<file path="src/rtl/gpu_pkg.sv">
// Shared GPU compute core types: core FSM states and ALU opcodes.
// Imported by every core-side block that decodes state or opcode.
package gpu_pkg;

  localparam int DATA_W = 8;

  // Full 3-bit encoding of the core FSM; owned by the core controller.
  typedef enum logic [2:0] {
    CS_IDLE    = 3'b000,
    CS_FETCH   = 3'b001,
    CS_DECODE  = 3'b010,
    CS_REQUEST = 3'b011,
    CS_WAIT    = 3'b100,
    CS_EXECUTE = 3'b101,
    CS_UPDATE  = 3'b110,
    CS_DONE    = 3'b111
  } core_state_e;

  typedef enum logic [1:0] {
    ALU_ADD = 2'b00,
    ALU_SUB = 2'b01,
    ALU_MUL = 2'b10,
    ALU_DIV = 2'b11
  } alu_op_e;

  localparam logic [DATA_W-1:0] DIV_ZERO_Q = 8'hFF;

  // NZP word: {00000, gt, eq, lt}; exactly one low bit set.
  function automatic logic [DATA_W-1:0] nzp(
    input logic [DATA_W-1:0] a,
    input logic [DATA_W-1:0] b
  );
    logic [DATA_W-1:0] r;
    r = '0;
    r[2] = a > b;
    r[1] = a == b;
    r[0] = a < b;
    return r;
  endfunction

endpackage

</file>
<file path="src/rtl/alu_div.sv">
// Combinational 8-bit unsigned restoring divider, 8 stages.
// Ports: dividend, divisor in; quotient out (8'hFF on divide by zero).
module alu_div
  import gpu_pkg::*;
(
  input  logic [7:0] dividend,
  input  logic [7:0] divisor,
  output logic [7:0] quotient
);

  logic [8:0] rem;
  logic [7:0] quo;

  always_comb begin
    rem = '0;
    quo = '0;
    for (int i = 7; i >= 0; i--) begin
      rem = {rem[7:0], dividend[i]};
      if (rem >= {1'b0, divisor}) begin
        rem    = rem - {1'b0, divisor};
        quo[i] = 1'b1;
      end
    end
  end

  assign quotient = (divisor == '0) ? DIV_ZERO_Q : quo;

endmodule

</file>
<file path="src/rtl/alu.sv">
// Per-thread 8-bit ALU: add/sub/mul/div or NZP compare, registered.
// Ports: clk, reset (async low), enable, core_state, opcode, output_mux, rs, rt -> alu_output.
module alu
  import gpu_pkg::*;
(
  input  logic       clk,
  input  logic       reset,
  input  logic       enable,
  input  logic [2:0] core_state,
  input  logic [1:0] opcode,
  input  logic       output_mux,
  input  logic [7:0] rs,
  input  logic [7:0] rt,
  output logic [7:0] alu_output
);

  logic [7:0] div_q;
  logic [7:0] arith;
  logic [7:0] cmp;
  logic       upd;
  logic [7:0] alu_output_d;
  logic [7:0] alu_output_q;

  alu_div u_div (
    .dividend (rs),
    .divisor  (rt),
    .quotient (div_q)
  );

  always_comb begin
    arith = '0;
    unique case (alu_op_e'(opcode))
      ALU_ADD: arith = rs + rt;
      ALU_SUB: arith = rs - rt;
      ALU_MUL: arith = rs * rt;
      ALU_DIV: arith = div_q;
    endcase
  end

  assign cmp = nzp(rs, rt);
  assign upd = enable &&
    (core_state_e'(core_state) == CS_EXECUTE);

  always_comb begin
    alu_output_d = alu_output_q;
    if (upd)
      alu_output_d = output_mux ? cmp : arith;
  end

  always_ff @(posedge clk or negedge reset) begin
    if (!reset) alu_output_q <= '0;
    else        alu_output_q <= alu_output_d;
  end

  assign alu_output = alu_output_q;

endmodule

</file>
<file path="config.mk">
export PLATFORM = sky130hd
export DESIGN_NAME = alu
export DESIGN_NICKNAME = d
export VERILOG_FILES = /design/src/rtl/gpu_pkg.sv /design/src/rtl/alu_div.sv /design/src/rtl/alu.sv
export SDC_FILE = /design/constraint.sdc
export NUM_CORES = 1
export LEC_CHECK = 0
export ABC_AREA = 0
export CORE_MARGIN = 4
export CORE_UTILIZATION = 60
export DETAILED_ROUTE_END_ITERATION = 7
export PLACE_DENSITY = 0.85
export SYNTH_ARGS = -nofsm -noshare
export SYNTH_HDL_FRONTEND = slang
export SYNTH_SLANG_ARGS = --single-unit
</file>
<file path="constraint.sdc">
create_clock -name clk -period 1.3 [get_ports clk]
set_input_delay 0.195 -clock clk [delete_from_list [all_inputs] [get_ports clk]]
set_output_delay 0.195 -clock clk [all_outputs]
set_load 0.02 [all_outputs]
</file>
==> results.py, run 1 <==
metrics = {
    "status": {
        "outcome": "stopped before the end",
        "failing_step": "clock tree synthesis",
        "error_line": "[ERROR DPL-0033] detailed placement checks failed during check placement.",
    },
    "synthesis": {
        "synth.most_common_cell": "ha_1",
        "synth_seq_cells": 8,
        "synth-edff-count": 0,
        "synth_top_area_share": 0.247,
        "async_reset_ff_frac": 1.00,
        "yosysTopAreaCell": "ha_1",
        "syn-num-nets": 759,
        "synth_area_leaders": "ha_1 (25%), fa_1 (8.3%), xnor2_1 (6.0%)",
        "ys.flop_type": "dfrtp_1",
        "synthesis.area_sq_mm": 0.00482,
        "synth_cell_types": 59,
        "yosysSeqAreaShare": 0.0415,
        "synth_common_cells": "ha_1 (95), inv_1 (64), nor2_1 (62)",
        "yosysWarnings": 0,
        "synth_area_per_cell_sq_um": 7.79,
        "synth_cells": 619,
    },
    "placement": {
        "dpl.hpwl_um": 16700,
        "io_buffers": 32,
        "gp_congestion": 1.06,
        "place_inst": 927,
        "place_ws_ns": -12.98,
    },
    "clocking": {
        "cts_resized": 147,
        "hold_buffers": 0,
        "htreeDepth": 1,
        "cts_root_buf": "clkbuf_8",
        "cts_setup_buffers": 40,
        "cts_buffers": 3,
        "clockBufferDepth": 2,
        "clock-sinks": 8,
    },
    "die": {
        "die_h_um": 97.6,
        "placementRows": 32,
        "die_width_um": 97.6,
        "start_util": 0.620,
        "ios": 33,
    },
}
[stage by stage]
step | TNS, ns | hold WS [ns] | instance area [sq um]
2_1_floorplan | -48.82 | -0.101 | 5090
3_3_place_gp | -52.42 | 0.463 | 6860
3_5_place_dp | -58.61 | 0.494 | 6860
[cells by family after synthesis]
family	after synthesis	synth area share
and+or+nand+nor	178	0.182
adders and majority gates	115	0.330
xor gates and xnor gates	45	0.0818
AOI/OAI and AO/OA	161	0.223
muxes	35	0.0789
buffers and inverters	77	0.0633
DFF	8	0.0415
==> run 2: changes to the inputs <==
Settings changed: CORE_UTILIZATION 60 to 40, PLACE_DENSITY 0.85 to default, PLACE_DENSITY_LB_ADDON from default to 0.15.
==> run 2 against run 1 <==
  * Synthesized cell count did not move
  * Area after synthesis did not move
  * The flow now finishes, with violations (setup timing)
==> results.py, run 2 <==
metrics = {
    "timing": {
        "rsz0062_at_grt": "true",
        "tns_ns": -49.84,
        "max_slew_margin": 0.716,
        "fin_skew_ns": 0,
        "hold_viol_final": 0,
        "fin_crit_ns": 12.82,
        "finalSetupViolCount": 8,
        "drv_slew": 0,
        "worst_slack_ns": -11.52,
        "fmax_mhz": 78.0,
        "worstMarginPinSlew_ns": 0.422,
        "min_period_over_period": 9.86,
    },
    "die": {
        "die_h_um": 118,
        "die_area_sq_mm": 0.0139,
        "placementRows": 39,
        "die_width_um": 118,
        "core_area_sq_mm": 0.0116,
        "start_util": 0.415,
        "ios": 33,
    },
    "clocking": {
        "clockBufferDepth": 2,
        "cts_buffers": 3,
        "cts_tree": "done",
        "cts_root_buf": "clkbuf_16",
        "clock-sinks": 8,
        "clkLatencyLatePin_ns": 0.23,
        "hold_buffers": 0,
        "htreeDepth": 1,
        "path_clk_slew_ns": 0.04,
    },
    "placement": {
        "io_buffers": 32,
        "dpl_cell_area_sq_mm": 0.00702,
        "gp_congestion": 0.953,
        "dpl.hpwl_um": 13500,
    },
    "finish": {
        "final_common_cell": "buf_4",
        "final_area_sq_mm": 0.00836,
        "largest_register_ffs": 8,
        "syn2layout_area_growth_pct": 73.5,
        "drive_gt1_frac": 0.489,
        "n_fill_cell": 865,
        "diodes": 0,
        "nets": 1042,
        "final_cell_mix": "buf_4 (228), ha_1 (64), inv_1 (45), nor2_1 (45), nand2_1 (39)",
    },
    "synthesis": {
        "synth_cell_types": 59,
        "yosysTopAreaCell": "ha_1",
        "synth_area_leaders": "ha_1 (25%), fa_1 (8.3%), xnor2_1 (6.0%)",
        "synth_common_cells": "ha_1 (95), inv_1 (64), nor2_1 (62)",
        "synth_top_area_share": 0.247,
        "synth_seq_cells": 8,
        "synthesis.area_sq_mm": 0.00482,
        "synth_cells": 619,
        "async_reset_ff_frac": 1.00,
        "syn-num-nets": 759,
        "synth_area_per_cell_sq_um": 7.79,
        "synth-edff-count": 0,
        "synth.most_common_cell": "ha_1",
        "yosysWarnings": 0,
        "yosysSeqAreaShare": 0.0415,
        "ys.flop_type": "dfrtp_1",
    },
    "power_and_ir_drop": {
        "p_leak_uw": 0.00397,
        "ir_drop_v": 0.000858,
        "p_per_area_mw_per_mm2": 1240,
    },
    "route": {
        "routed_wl_um": 18700,
        "drt_pass1_iterations": 5,
        "drt_iter0_drc": 275,
        "drtAntennaViolNets": 0,
        "vias": 5698,
        "wl_per_cell_um": 17.9,
        "drcViolationCount": 0,
        "post_drt_via_cell_ratio": 5.46,
    },
    "critical_path": {
        "r2r_slack_ns": 0.21,
        "path_class": "input port to register",
        "worstPathArrival_ns": 12.93,
        "end_kind": "register",
        "startpoint": "rs[7]",
        "crit_path_max_fanout": 5,
        "cpPeakStageDelay_ns": 0.39,
        "worst-path-stages": 72,
        "critical_path_required_ns": 1.41,
        "cp_slowest_cell": "a221o_2",
        "path_buf_inv": 11,
        "path_delay_family": "compound AO/OA/AOI/OAI gates",
        "crit_path_start_kind": "input port",
        "r2r-start": "alu_output[0]",
        "r2r_end": "alu_output[0]",
        "r2r_cells": 4,
        "cpMostUsedCell": "ha_4",
        "critPathCapture": "alu_output[0]",
    },
    "global_route": {
        "antenna_found_initial": 0,
        "grt_max_degree": 17,
        "grt_usage": 0.243,
        "overflow": 0,
        "first_global_vias": 5701,
        "grt_pass1_wl_um": 28000,
    },
    "status": {
        "outcome": "complete, but fails checks",
        "violations": "setup timing",
    },
    "job": {
        "drv_cap": 0,
    },
    "worst_hold_path": {
        "hold_class": "input port to async pin",
    },
}
-- run 2: cell counts after synthesis --
No cell type changed its count.
-- run 2: cell families (layout without fill, tap and decap cells) --
logic type                 count (synthesis)  count (layout)  synth area share
and+or+nand+nor                          178             178             0.182
AOI/OAI and AO/OA                        161             162             0.223
adders and majority gates                115             115             0.330
buffers and inverters                     77             357            0.0633
xor gates and xnor gates                  45              45            0.0818
muxes                                     35              35            0.0789
DFF                                        8               8            0.0415
-- run 2: area by class of cell --
cell class / count / area, sq um / area share
tap: 143 / 179 / 0.0214
sequential: 8 / 200 / 0.0239
inverter: 65 / 268 / 0.0320
timing repair buffer: 289 / 2370 / 0.283
clock buffer: 3 / 75.1 / 0.00898
multi-input combinational: 535 / 5270 / 0.630
-- run 2: what timing repair did --
action,4_1_cts,5_1_grt
gates resized for setup,124,92
pin swaps,75,74
setup endpoints to repair,16,8
setup buffers,36,21
gates cloned,1,0
-- run 2: worst min path at each step --
stage                             start  depth (start not counted)       endpoint
after floorplan                   reset                          0  alu_output[0]
after global placement    alu_output[5]                          2  alu_output[5]
after detailed placement  alu_output[5]                          2  alu_output[5]
after CTS                         reset                          1  alu_output[3]
after global routing              reset                          1  alu_output[3]
final                             reset                          1  alu_output[3]
-- run 2: layer usage --
layer	track usage	wire, um	vias to the layer above
met5	0	0	-
met2	0.442	9690	135
met4	0.0681	320	0
li1	-	-	2779
met3	0.0288	718	29
met1	0.299	7930	2755
-- run 2: metrics by stage --
step	hold slack (ns)	cells	power, uW	utilization	setup slack [ns]
floorplan	-0.101	619	5060	-	-11.64
global placement	0.468	983	7720	0.605	-11.89
detailed placement	0.467	983	7930	0.605	-12.37
CTS	0.256	1023	9180	0.664	-11.30
global route	0.274	1043	11200	0.720	-12.14
finish	0.245	1043	10400	0.720	-11.52
-- run 2: power breakdown --
| part | total, uW | internal (uW) | switching, uW |
|---|---|---|---|
| Combinational | 9520 | 5180 | 4340 |
| Sequential | 344 | 309 | 34.6 |
| Clock | 517 | 397 | 121 |
Power figures use the tool's default switching activity.
==> run 3: changes to the inputs <==
Settings changed: CAP_MARGIN from default to 20, CORE_UTILIZATION 40 to 51.
==> run 3 against run 2 <==
  * The flow still finishes with violations (setup timing)
  * Clock skew unchanged
  * Critical path depth decreased by 2
  * Non-clock buffer count increased by 23
  * Register-to-register slack got worse by 0.02 ns
  * Combinational power increased by 14%
  * Hold slack improved by 0.0081 ns
  * Die area decreased by 20%
  * Via count increased by 28%
  * Wire length increased by 53%
  * First-iteration DRC count increased to 3.2 times the previous value
  * Global-route usage increased by 12 points
  * Highest routed layer unchanged
==> results.py, run 3 (synthesized netlist as in run 2, its figures left out) <==
metrics = {
    "route": {
        "vias": 7268,
        "drt_pass1_iterations": 6,
        "drcViolationCount": 0,
        "post_drt_via_cell_ratio": 6.91,
        "drt_iter0_drc": 873,
        "wl_per_cell_um": 27.2,
        "drtAntennaViolNets": 0,
        "routed_wl_um": 28600,
    },
    "finish": {
        "final_common_cell": "buf_4",
        "largest_register_ffs": 8,
        "register_area_sq_um": 200,
        "final_cell_mix": "buf_4 (265), ha_1 (70), inv_1 (46)",
        "n_fill_cell": 342,
        "nets": 1065,
        "finalNonFillerCells": 1052,
        "multiInputGateArea_sq_mm": 0.00525,
        "syn2layout_area_growth_pct": 74.1,
        "diodes": 0,
        "finish.utilization": 0.908,
        "drive_gt1_frac": 0.497,
    },
    "worst_hold_path": {
        "hold_class": "input port to async pin",
    },
    "critical_path": {
        "path_class": "input port to register",
        "crit_path_start_kind": "input port",
        "end_kind": "register",
        "critPathCapture": "alu_output[0]",
        "critical_path_required_ns": 1.41,
        "crit_path_max_fanout": 5,
        "worstPathArrival_ns": 14.00,
        "startpoint": "rt[0]",
        "r2r_slack_ns": 0.19,
        "r2r_end": "alu_output[0]",
        "r2r-start": "alu_output[0]",
        "cpMostUsedCell": "o21ai_2",
        "cpPeakStageDelay_ns": 0.49,
        "cp_slowest_cell": "mux2i_1",
        "r2r_cells": 4,
    },
    "die": {
        "die_area_sq_mm": 0.0111,
        "placementRows": 35,
        "ios": 33,
        "core_area_sq_mm": 0.00924,
        "die_h_um": 105,
        "die_width_um": 105,
        "start_util": 0.522,
    },
    "clocking": {
        "clkLatencyLatePin_ns": 0.23,
        "clockBufferDepth": 2,
        "cts_tree": "done",
        "cts_root_buf": "clkbuf_8",
        "clock-sinks": 8,
        "htreeDepth": 1,
        "hold_buffers": 0,
        "cts_buffers": 3,
        "path_clk_slew_ns": 0.04,
    },
    "global_route": {
        "antenna_found_initial": 0,
        "overflow": 0,
        "grt_max_degree": 17,
        "first_global_vias": 6764,
        "grt_pass1_wl_um": 33200,
        "grt_usage": 0.365,
    },
    "power_and_ir_drop": {
        "p_leak_uw": 0.00408,
        "ir_drop_v": 0.00109,
        "p_per_area_mw_per_mm2": 1370,
    },
    "timing": {
        "tns_ns": -54.15,
        "hold_slack_ns": 0.253,
        "fin_skew_ns": 0,
        "hold_viol_final": 0,
        "drv_slew": 0,
        "fin_crit_ns": 13.89,
        "worstMarginPinSlew_ns": 0.625,
        "worst_slack_ns": -12.59,
        "rsz0062_at_grt": "true",
        "fmax_mhz": 72.0,
        "min_period_over_period": 10.7,
        "max_slew_margin": 0.580,
        "finalSetupViolCount": 8,
    },
    "placement": {
        "place_inst": 968,
        "io_buffers": 32,
        "dpl.hpwl_um": 13600,
        "gp_congestion": 0.931,
    },
    "status": {
        "outcome": "complete, but fails checks",
        "violations": "setup timing",
    },
    "job": {
        "drv_cap": 0,
    },
}
==> run 3: cell types whose count changed in the layout (fill, tap and decap cells not counted), moves of 4 or more <==
cell,delta
buf_4,+37
buf_6,-12
ha_1,+6
o21ai_1,-5
ha_4,-4
nor2_4,+4
==> run 3: final cells by class <==
cell class,instances,share of cell area
Clock buffer,3,0.00492
Sequential cell,8,0.0239
Inverter,65,0.0322
Timing Repair Buffer,312,0.295
Tap cell,129,0.0192
Multi-Input combinational cell,535,0.625
==> run 3: power by group <==
group | leakage, uW | switching [uW] | internal (uW)
combinational | 0.00395 | 5460 | 5410
clock | 0.0000216 | 104 | 201
sequential | 0.000106 | 38.1 | 309
==> run 3: timing repair <==
item	in CTS	in global routing
resized for setup	131	76
buffers inserted	53	28
endpoints found under the hold margin	0	0
endpoints found under the setup margin	16	8
pin swaps	71	75
gates cloned	1	0
==> run 3: metal layers <==
metal  global-route usage  wire length (um)  vias up
li1                     -                 -     2826
met1                0.404              9350     3301
met2                0.657             12300      781
met3               0.0527              3560      360
met4                0.214              3410        0
met5                    0                 0        -
==> run 3: metrics by stage <==
stage	total power [uW]	setup slack (ns)	instance area (sq um)
2_1_floorplan	5060	-11.64	5090
3_3_place_gp	7690	-11.89	7000
3_5_place_dp	7950	-12.63	7000
4_1_cts	9120	-11.40	7850
5_1_grt	12000	-13.03	8390
6_report	11500	-12.59	8390
==> run 3: how the worst min path moves through the flow <==
stage / startpoint / to / cells past startpoint
floorplan: reset / alu_output[0] / 0
global placement: alu_output[5] / alu_output[5] / 2
detailed placement: alu_output[2] / alu_output[2] / 2
CTS: reset / alu_output[6] / 1
global route: reset / alu_output[6] / 1
finish: reset / alu_output[6] / 1
==> run 3: worst max-delay path: cells and delay by family <==
family          cells  cell delay, ns
fa+ha+maj           8            2.45
compound gates     36            6.51
simple gates       14            2.33
buf+inv             7            0.88
mux                 5            1.61
